`src/rtl/adc_sample_collector.sv`:
```
// Four independent AD7673 convert/serial-read engines feeding one FWFT output FIFO.
// Optional build macro ADC_TEST_PATTERN_EN adds test_mode, which bypasses the ADC pins with a tagged pattern.
module adc_sample_collector #(
    parameter int unsigned DATA_BITS      = 18,
    parameter int unsigned CNV_LOW_CYCLES = 4,
    parameter int unsigned SCLK_HALF      = 1,
    parameter int unsigned BUSY_TIMEOUT   = 200,
    parameter int unsigned INDEX_BITS     = 7,
    parameter int unsigned FIFO_DEPTH     = 8
) (
    input  logic                  clk,
    input  logic                  reset_n,
    input  logic [3:0]            start_adc,
    input  logic                  frame_sync,
    output logic [3:0]            adc_cnvst_n,
    input  logic [3:0]            adc_busy,
    output logic [3:0]            adc_sclk,
    input  logic [3:0]            adc_sdout,
`ifdef ADC_TEST_PATTERN_EN
    input  logic                  test_mode,
`endif
    output logic                  out_valid,
    input  logic                  out_ready,
    output logic [DATA_BITS-1:0]  out_data,
    output logic [INDEX_BITS-1:0] out_index,
    output logic [1:0]            out_channel,
    output logic                  out_err,
    output logic [3:0]            overrun,
    output logic                  fifo_overflow,
    input  logic                  clear_flags
);

    localparam int unsigned NCH  = 4;
    localparam int unsigned PW   = DATA_BITS + INDEX_BITS + 3;
    localparam int unsigned AW   = $clog2(FIFO_DEPTH);
    localparam int unsigned CW   = $clog2(BUSY_TIMEOUT + CNV_LOW_CYCLES + SCLK_HALF + 4);
    localparam int unsigned BW   = $clog2(DATA_BITS + 1);
`ifdef ADC_TEST_PATTERN_EN
    localparam int unsigned PADW = DATA_BITS - INDEX_BITS - 2;
`endif

    typedef enum logic [2:0] {
        S_IDLE, S_CONVERT, S_WAIT, S_SHIFT, S_DONE
    } eng_state_t;

    logic [INDEX_BITS-1:0]          idx_cnt;
    logic [INDEX_BITS-1:0]          idx_acc;
    logic [NCH-1:0][INDEX_BITS-1:0] start_idx;
    logic [NCH-1:0]                 hold_full;
    logic [NCH-1:0]                 grant;
    logic [NCH-1:0]                 overrun_evt;
    logic [NCH-1:0]                 ovf_evt;
    logic [PW-1:0]                  hold_payload [NCH];

    logic [PW-1:0]                  mem [FIFO_DEPTH];
    logic [AW-1:0]                  wr_ptr, rd_ptr, rd_ptr_next;
    logic [AW:0]                    count, count_next;
    logic                           push, pop;
    logic [1:0]                     sel;
    logic [PW-1:0]                  push_payload, head_next;

    // Indices for simultaneous starts are handed out in ascending bit order.
    always_comb begin
        idx_acc   = frame_sync ? '0 : idx_cnt;
        start_idx = '0;
        for (int i = 0; i < NCH; i++) begin
            start_idx[i] = idx_acc;
            idx_acc      = idx_acc + INDEX_BITS'(start_adc[i]);
        end
    end

    always_ff @(posedge clk or negedge reset_n) begin
        if (!reset_n) begin
            idx_cnt       <= '0;
            overrun       <= '0;
            fifo_overflow <= 1'b0;
        end else begin
            idx_cnt       <= idx_acc;
            overrun       <= (clear_flags ? 4'b0000 : overrun) | overrun_evt;
            fifo_overflow <= (fifo_overflow & ~clear_flags) | (|ovf_evt);
        end
    end

    for (genvar g = 0; g < NCH; g++) begin : g_eng
        eng_state_t            state;
        logic [CW-1:0]         cnt;
        logic [BW-1:0]         bit_cnt;
        logic [DATA_BITS-1:0]  shreg;
        logic [INDEX_BITS-1:0] idx_q;
        logic                  err_q;
        logic                  cnvst_q;
        logic                  sclk_q;
        logic                  full_q;
        logic [PW-1:0]         payload_q;

        assign adc_cnvst_n[g]  = cnvst_q;
        assign adc_sclk[g]     = sclk_q;
        assign hold_full[g]    = full_q;
        assign hold_payload[g] = payload_q;
        assign overrun_evt[g]  = start_adc[g] && (state != S_IDLE);
        assign ovf_evt[g]      = (state == S_DONE) && full_q;

        always_ff @(posedge clk or negedge reset_n) begin
            if (!reset_n) begin
                state     <= S_IDLE;
                cnt       <= '0;
                bit_cnt   <= '0;
                shreg     <= '0;
                idx_q     <= '0;
                err_q     <= 1'b0;
                cnvst_q   <= 1'b1;
                sclk_q    <= 1'b0;
                full_q    <= 1'b0;
                payload_q <= '0;
            end else begin
                if (grant[g]) full_q <= 1'b0;
                case (state)
                    S_IDLE: begin
                        if (start_adc[g]) begin
                            idx_q <= start_idx[g];
                            err_q <= 1'b0;
                            cnt   <= '0;
`ifdef ADC_TEST_PATTERN_EN
                            if (test_mode) begin
                                shreg <= {2'(g), {PADW{1'b0}}, start_idx[g]};
                                state <= S_DONE;
                            end else begin
                                cnvst_q <= 1'b0;
                                state   <= S_CONVERT;
                            end
`else
                            cnvst_q <= 1'b0;
                            state   <= S_CONVERT;
`endif
                        end
                    end
                    S_CONVERT: begin
                        if (cnt == CW'(CNV_LOW_CYCLES - 1)) begin
                            cnvst_q <= 1'b1;
                            cnt     <= '0;
                            state   <= S_WAIT;
                        end else begin
                            cnt <= cnt + CW'(1);
                        end
                    end
                    // BUSY is not yet valid for the first two cycles after cnvst_n rises.
                    S_WAIT: begin
                        if (cnt >= CW'(2) && !adc_busy[g]) begin
                            sclk_q  <= 1'b1;
                            shreg   <= {shreg[DATA_BITS-2:0], adc_sdout[g]};
                            bit_cnt <= '0;
                            cnt     <= '0;
                            state   <= S_SHIFT;
                        end else if (cnt == CW'(BUSY_TIMEOUT + 1)) begin
                            err_q <= 1'b1;
                            shreg <= '0;
                            state <= S_DONE;
                        end else begin
                            cnt <= cnt + CW'(1);
                        end
                    end
                    // Each sclk rise captures one bit; the sample ends after the last low half.
                    S_SHIFT: begin
                        if (cnt == CW'(SCLK_HALF - 1)) begin
                            cnt <= '0;
                            if (sclk_q) begin
                                sclk_q <= 1'b0;
                            end else if (bit_cnt == BW'(DATA_BITS - 1)) begin
                                state <= S_DONE;
                            end else begin
                                sclk_q  <= 1'b1;
                                shreg   <= {shreg[DATA_BITS-2:0], adc_sdout[g]};
                                bit_cnt <= bit_cnt + BW'(1);
                            end
                        end else begin
                            cnt <= cnt + CW'(1);
                        end
                    end
                    S_DONE: begin
                        if (!full_q) begin
                            full_q    <= 1'b1;
                            payload_q <= {shreg, idx_q, 2'(g), err_q};
                            state     <= S_IDLE;
                        end
                    end
                    default: state <= S_IDLE;
                endcase
            end
        end
    end

    // Lowest-numbered full holding register wins; a full FIFO still accepts when popping.
    always_comb begin
        sel = '0;
        for (int i = NCH; i > 0; i--) begin
            if (hold_full[i-1]) sel = 2'(i - 1);
        end
        push  = (|hold_full) && ((count != (AW+1)'(FIFO_DEPTH)) || pop);
        grant = '0;
        if (push) grant[sel] = 1'b1;
        push_payload = hold_payload[sel];
    end

    assign pop         = out_valid && out_ready;
    assign rd_ptr_next = rd_ptr + AW'(pop);
    assign count_next  = count + (AW+1)'(push) - (AW+1)'(pop);
    assign head_next   = (push && (wr_ptr == rd_ptr_next)) ? push_payload : mem[rd_ptr_next];

    // Registered first-word-fall-through head; bypasses a push that lands on the new head slot.
    always_ff @(posedge clk or negedge reset_n) begin
        if (!reset_n) begin
            for (int i = 0; i < FIFO_DEPTH; i++) mem[i] <= '0;
            wr_ptr      <= '0;
            rd_ptr      <= '0;
            count       <= '0;
            out_valid   <= 1'b0;
            out_data    <= '0;
            out_index   <= '0;
            out_channel <= '0;
            out_err     <= 1'b0;
        end else begin
            if (push) begin
                mem[wr_ptr] <= push_payload;
                wr_ptr      <= wr_ptr + AW'(1);
            end
            rd_ptr    <= rd_ptr_next;
            count     <= count_next;
            out_valid <= (count_next != '0);
            {out_data, out_index, out_channel, out_err} <= head_next;
        end
    end

endmodule

```
`config.mk`:
```
export PLATFORM = sky130hd
export DESIGN_NAME = adc_sample_collector
export DESIGN_NICKNAME = d
export VERILOG_FILES = /design/src/rtl/adc_sample_collector.sv
export SDC_FILE = /design/constraint.sdc
export NUM_CORES = 1
export LEC_CHECK = 0
export BUFFER_PORTS_ARGS = -buffer_cell sky130_fd_sc_hd__buf_2
export CAP_MARGIN = 0
export CORE_ASPECT_RATIO = 1.75
export CORE_UTILIZATION = 57
export CTS_CLUSTER_SIZE = 25
export DETAILED_ROUTE_END_ITERATION = 8
export PLACE_DENSITY = 0.77
export SLEW_MARGIN = 15
export SYNTH_ARGS = -nofsm -noshare
export SYNTH_HDL_FRONTEND = slang
export SYNTH_SLANG_ARGS = --single-unit
```
`constraint.sdc`:
```
create_clock -name clk -period 2.6 [get_ports clk]
set_clock_uncertainty 0.05 [all_clocks]
set_input_delay 0.26 -clock clk [delete_from_list [all_inputs] [get_ports clk]]
set_output_delay 0.26 -clock clk [all_outputs]
set_load 0.005 [all_outputs]
```
After elaboration in Yosys (flattened, before gate mapping). Index checks and enable logic that the tools add are counted. W data, S select, Z words.

Reduce and logical (&&, ||, !) cells: 89. Order comparisons: 10. Bitwise operators: 11. Equal/unequal tests: 78. Mux-type cells: 179. $add $sub $neg: 16.

Operators with widths (number): $mux W18 (20); $bwmux W224 (1); $mux W28 (6); $mux W8 (20); $pmux W18 S2 (4); $pmux W8 S4 (4); $mux W3 (32); $bmux W28 S3 (1); $demux W28 S3 (1); $mux W5 (16); $ne A2 B2 Y1 const B (40); $pmux W3 S5 (4); $bmux W28 S2 (1); $mux W1 (45); $pmux W5 S2 (4); $reduce_and A5 Y1 (8); $reduce_and A3 Y1 (12); $add A8 B1 Y8 const B (4); $eq A8 B2 Y1 const B (4); $eq A8 B8 Y1 const B (4); $ge A8 B2 Y1 const B (4); $logic_not A8 Y1 (4); $add A7 B1 Y7 (4); $reduce_and A7 Y1 (4); other kinds (38) (136).

Bits of input ports: 17. Flip-flop bits (word level): 563.

Depth between registers and ports, before layout.
Word-level depth: 12. Depth in mapped cells: 14. Gate-level depth less buffers: 12.

Worst setup path before layout. Ideal clock, no wire load.

Path kind: reg2reg. Start: register count[2]. End: register out_valid. Arrival time: 2647 ps. Cell stages (with the launch flop): 13. Buffers on the path: 0. Slack: -236 ps. Cell sequence: dfrtp_1 inv_1 ha_1 and2_1 a21oi_1 inv_1 ha_1 inv_1 ha_1 inv_1 fa_1 inv_1 or4_1.

Cells in the longest elaborated chain, start to end: 6.

Ends and longest elaborated chain: start: declaration (RTL line 57) `logic [AW:0] count, count_next;`; start signal: assignment (RTL line 227) `count <= count_next;`; $ne A4 B4 Y1 (RTL line 198) `push = (|hold_full) && ((count != (AW+1)'(FIFO_DEPTH)) || pop);`; $logic_or A1 B1 Y1 (RTL line 198); $logic_and A1 B1 Y1 (RTL line 198); $add A4 B1 Y4 (RTL line 206) `assign count_next = count + (AW+1)'(push) - (AW+1)'(pop);`; $sub A4 B1 Y4 (RTL line 206); net count_next[1] (RTL line 57); $reduce_bool A4 Y1 (RTL line 228) `out_valid <= (count_next != '0);`; end signal: assignment (RTL line 228); end: declaration (RTL line 22) `output logic out_valid,`.

The timed path passes the listed nets, and every way through them passes these cells. A chain may end at the register's enable or synchronous reset.

Final worst setup path.
Start: register count[1]. End: register out_valid.

Cells in the longest elaborated chain, start to end: 6.

Ends and longest elaborated chain (RTL line): $ne A4 B4 Y1 (198); $logic_or A1 B1 Y1 (198); $logic_and A1 B1 Y1 (198); $add A4 B1 Y4 (*) (206); $sub A4 B1 Y4 (*) (206); net count_next[1] (57); $reduce_bool A4 Y1 (*) (228).

Mark *: on every way through the listed nets, which the timed path passes. The rest lies on a longest branch.

==> results.txt <==
Max-slew violation count -> 0
Time the worst path needs with I/O delays and setup -> 2590 ps
Sum of routed wire length over all layers -> 61000 um
DRC Markers -> 0
Chip Height -> 280 um
Net count reported at finish -> 2485
Proportion of synthesized flip-flops having asynchronous set or reset -> 100%
Startpoint class of the critical path -> register
Number of unique standard cell types used by synthesis -> 71
Register share of total power -> 36.9%
Critical path class -> register to register
Data required time of the worst path -> 3010 ps
Share of the synthesized area in the top cell type -> 55.5%
Floorplan row count -> 101
Final total power -> 36.9 mW
Count of synthesis-stage warnings from yosys -> 0
First DRT Iteration DRCs -> 1143
Count of cells along the worst register-to-register path -> 11
Pwr per Cell Area -> 1270 nW/um^2
Syn nets -> 2383
Series of cell instances along the critical path -> a211oi_2 > and2_4 > a21oi_4 > inv_2 > ha_4 > inv_4 > ha_4 > inv_2 > fa_1 > inv_2 > or4_4
Inst Count DP -> 2912
Final Cycle Share -> 99.6%
Clock latency at the later pin of the worst-skew pair -> 590 ps
Number of search-and-repair iterations in the first detailed-routing pass -> 7
Clock tree from TritonCTS -> yes
Buffers from clock root to sink, at most -> 3
Number of I/O port buffers -> 58
FF+latch area -> 14100 um^2
Clock power frac -> 21.3%
Average wire per standard cell -> 20.1 um
Worst voltage drop across the vdd grid -> 0.769 mV
Number of flip-flops and latches in the synthesized netlist -> 562
Final Hold Fails -> 0
Root Driver -> clkbuf_16
Global-route wire length before repair -> 98700 um
Number of cells on the worst hold path -> 3
H-tree Lvls -> 2
Upper clock frequency limit -> 386 MHz
Net switching power figure -> 13.6 mW
Status -> finished, final reports clean
Layout area overhead -> 15.3%
Layout cell share with drive strength beyond 1 -> 21.7%
Area contributors post-synth -> dfrtp_1 (55%), a21oi_1 (5.5%), mux2_2 (5.2%)
Levels on crit path -> 11
Number of global-route vias before repair -> 19500
Tightest Hold Check Type -> primary input to register
Data arrival time of the critical path -> 3000 ps
Detailed-route via count -> 18500
Number of filler instances in the final layout -> 3141
Die boundary width -> 161 um
Dominant synthesized flop cell -> dfrtp_1
Most frequent cell after synthesis -> dfrtp_1
Setup violations, final -> 0
Final Instance Count excl. Fillers -> 3034
Grt ovf -> 0
Clock transition at the registers of the reported paths -> 60 ps
Design internal power -> 23.3 mW
Top-Level Pins -> 59
Via density per instance -> 6.09
Net switching fraction of the power -> 36.9%
Post-synthesis instance total -> 2327
Antenna diode count -> 0
# Max-Cap Violations -> 0
Leakage power figure -> 13.0 nW
Crit path buf inv count -> 4
Area taken by multi-input logic gates -> 10600 um^2
Worst path most repeated cell -> inv_2
Core region area -> 43500 um^2
Maximum single-stage delay on the critical path -> 510 ps
Cell types with the highest counts after synthesis -> dfrtp_1 (558), nor2_1 (297), a21oi_1 (278)
Unrepaired setup endpoints after global routing -> yes
Relative slew margins -> 42.2%
Kind of cell with the highest combined delay on the critical path -> adder cells
Crit end category -> register
Die area -> 45100 um^2
Clock sink total -> 562
Clock buffers created by TritonCTS -> 49
Initial core utilization -> 57.9%
Mean Syn Cell Area -> 10.8 um^2
Number of enable-type register cells in the synthesized netlist -> 0
Dpl hpwl -> 38700 um
Maximum number of pins on one net before global-route repair -> 77
Share of power burned in combinational logic -> 41.7%
Top cell type by total area after synthesis -> dfrtp_1
Routability-driven placement congestion ratio -> 0.836
Count of antenna-violating nets left after detailed routing -> 0
Portion of the post-synthesis area used by sequential elements -> 55.9%
Number of antenna violations at the first check in global routing -> 0
Worst slew pin tran -> 867 ps
Maximum fanout along the worst path -> 2
Global-route total usage across every layer -> 27.4%
Standard cell with the maximum stage delay on the critical path -> fa_1
Synth Cell Area -> 25200 um^2
## worst reg2reg max path, stage by stage (launching register included)
cell and delay, ps:
dfrtp_1 390, a211oi_2 260, and2_4 200, a21oi_4 40
inv_2 80, ha_4 200, inv_4 50, ha_4 120
inv_2 40, fa_1 510, inv_2 40, or4_4 490
## power groups by stage
stage | Clock (mW) | Combinational, mW | Sequential [mW]
floorplan | 0 | 10.3 | 12.9
global placement | 0 | 13.5 | 13.4
detailed placement | 0 | 14.2 | 13.7
CTS | 7.97 | 14.6 | 13.6
global route | 8.30 | 16.8 | 14.0
finish | 7.87 | 15.4 | 13.6
## flip-flops by register name (all words and copies together) (netlist names), 4 cells and up
register and count:
mem 224, g_eng.shreg 72, g_eng.err_q 4, overrun 4, g_eng.sclk_q 4, g_eng.full_q 4, idx_cnt 7, g_eng.bit_cnt 20
count 4, g_eng.payload_q 107, g_eng.cnt 32, g_eng.cnvst_q 4, out_data 18, g_eng.idx_q 28, out_index 7, g_eng.state 12
## timing repair
| item | in CTS | in global routing |
|---|---|---|
| pin swaps | 5 | 9 |
| hold buffers | 8 | 0 |
| endpoints found under the hold margin | 62 | 0 |
| cloned | 1 | 4 |
| resized for setup | 13 | 21 |
| buffers inserted | 2 | 14 |
| endpoints found under the setup margin | 1 | 38 |
## per-stage QoR
step	area, um^2	hold slack, ps	TNS [ps]	worst slack (ps)	utilization [%]
floorplan	25200	-85.6	-91.2	-91.2	-
global placement	26800	215	-100	-100	61.6
detailed placement	26800	215	-115	-115	61.6
CTS	28700	0.156	0	3.15	66.1
global route	29000	18.1	-185	-100	66.8
finish	29000	23.4	0	10.4	66.8
## cells in the final DEF (no fill, tap or decap), drive strengths merged, types with 9 or more instances in the layout
| cell type | count |
|---|---|
| xnor2 | 15 |
| nor2b | 47 |
| a211oi | 30 |
| inv | 41 |
| a21o | 13 |
| nor3 | 29 |
| mux4 | 56 |
| nor2 | 297 |
| a22o | 32 |
| dfrtp | 558 |
| nand2 | 229 |
| a221oi | 26 |
| or2 | 13 |
| xor2 | 20 |
| ha | 38 |
| nand4 | 17 |
| o31ai | 16 |
| nand3 | 35 |
| o21ai | 140 |
| mux2 | 118 |
| nand2b | 14 |
| clkbuf | 74 |
| a21oi | 278 |
| and3 | 12 |
| nor3b | 9 |
| buf | 188 |
## final cells by class
| type | instances | share of cell area, % |
|---|---|---|
| clock buffer | 68 | 4.92 |
| clock inverter | 22 | 1.11 |
| inverter | 37 | 0.487 |
| multi-input combinational | 1577 | 36.5 |
| sequential | 562 | 48.5 |
| tap | 566 | 2.44 |
| timing repair buffer | 202 | 6.12 |
## final timing paths
path	slack, ps	from	endpoint
max	10	count[1]	out_valid
min	20	start_adc[1]	overrun[1]
max reg2reg	10	count[1]	out_valid
min reg2reg	430	g_eng[2].cnvst_q	g_eng[2].cnvst_q
max in group asynchronous	1430	reset_n	mem[161]
min in group asynchronous	190	reset_n	rd_ptr[2]
## cell families after synthesis
| logic type | after synthesis | share of synthesized area, % |
|---|---|---|
| multiplexers | 180 | 10.5 |
| AND/OR/NAND/NOR | 740 | 13.1 |
| adder cells (fa/ha/maj) | 39 | 1.97 |
| buffers and inverters | 188 | 3.05 |
| AO/OA/AOI/OAI | 583 | 14.3 |
| XOR/XNOR | 35 | 1.22 |
| flip-flops | 562 | 55.9 |
## layer usage
metal  track usage [%]  wire, um
met5                 0         0
met1              31.0     22500
met2              51.8     33400
met3              3.09      2550
met4              11.3      2530
Power figures use the tool's default switching activity.
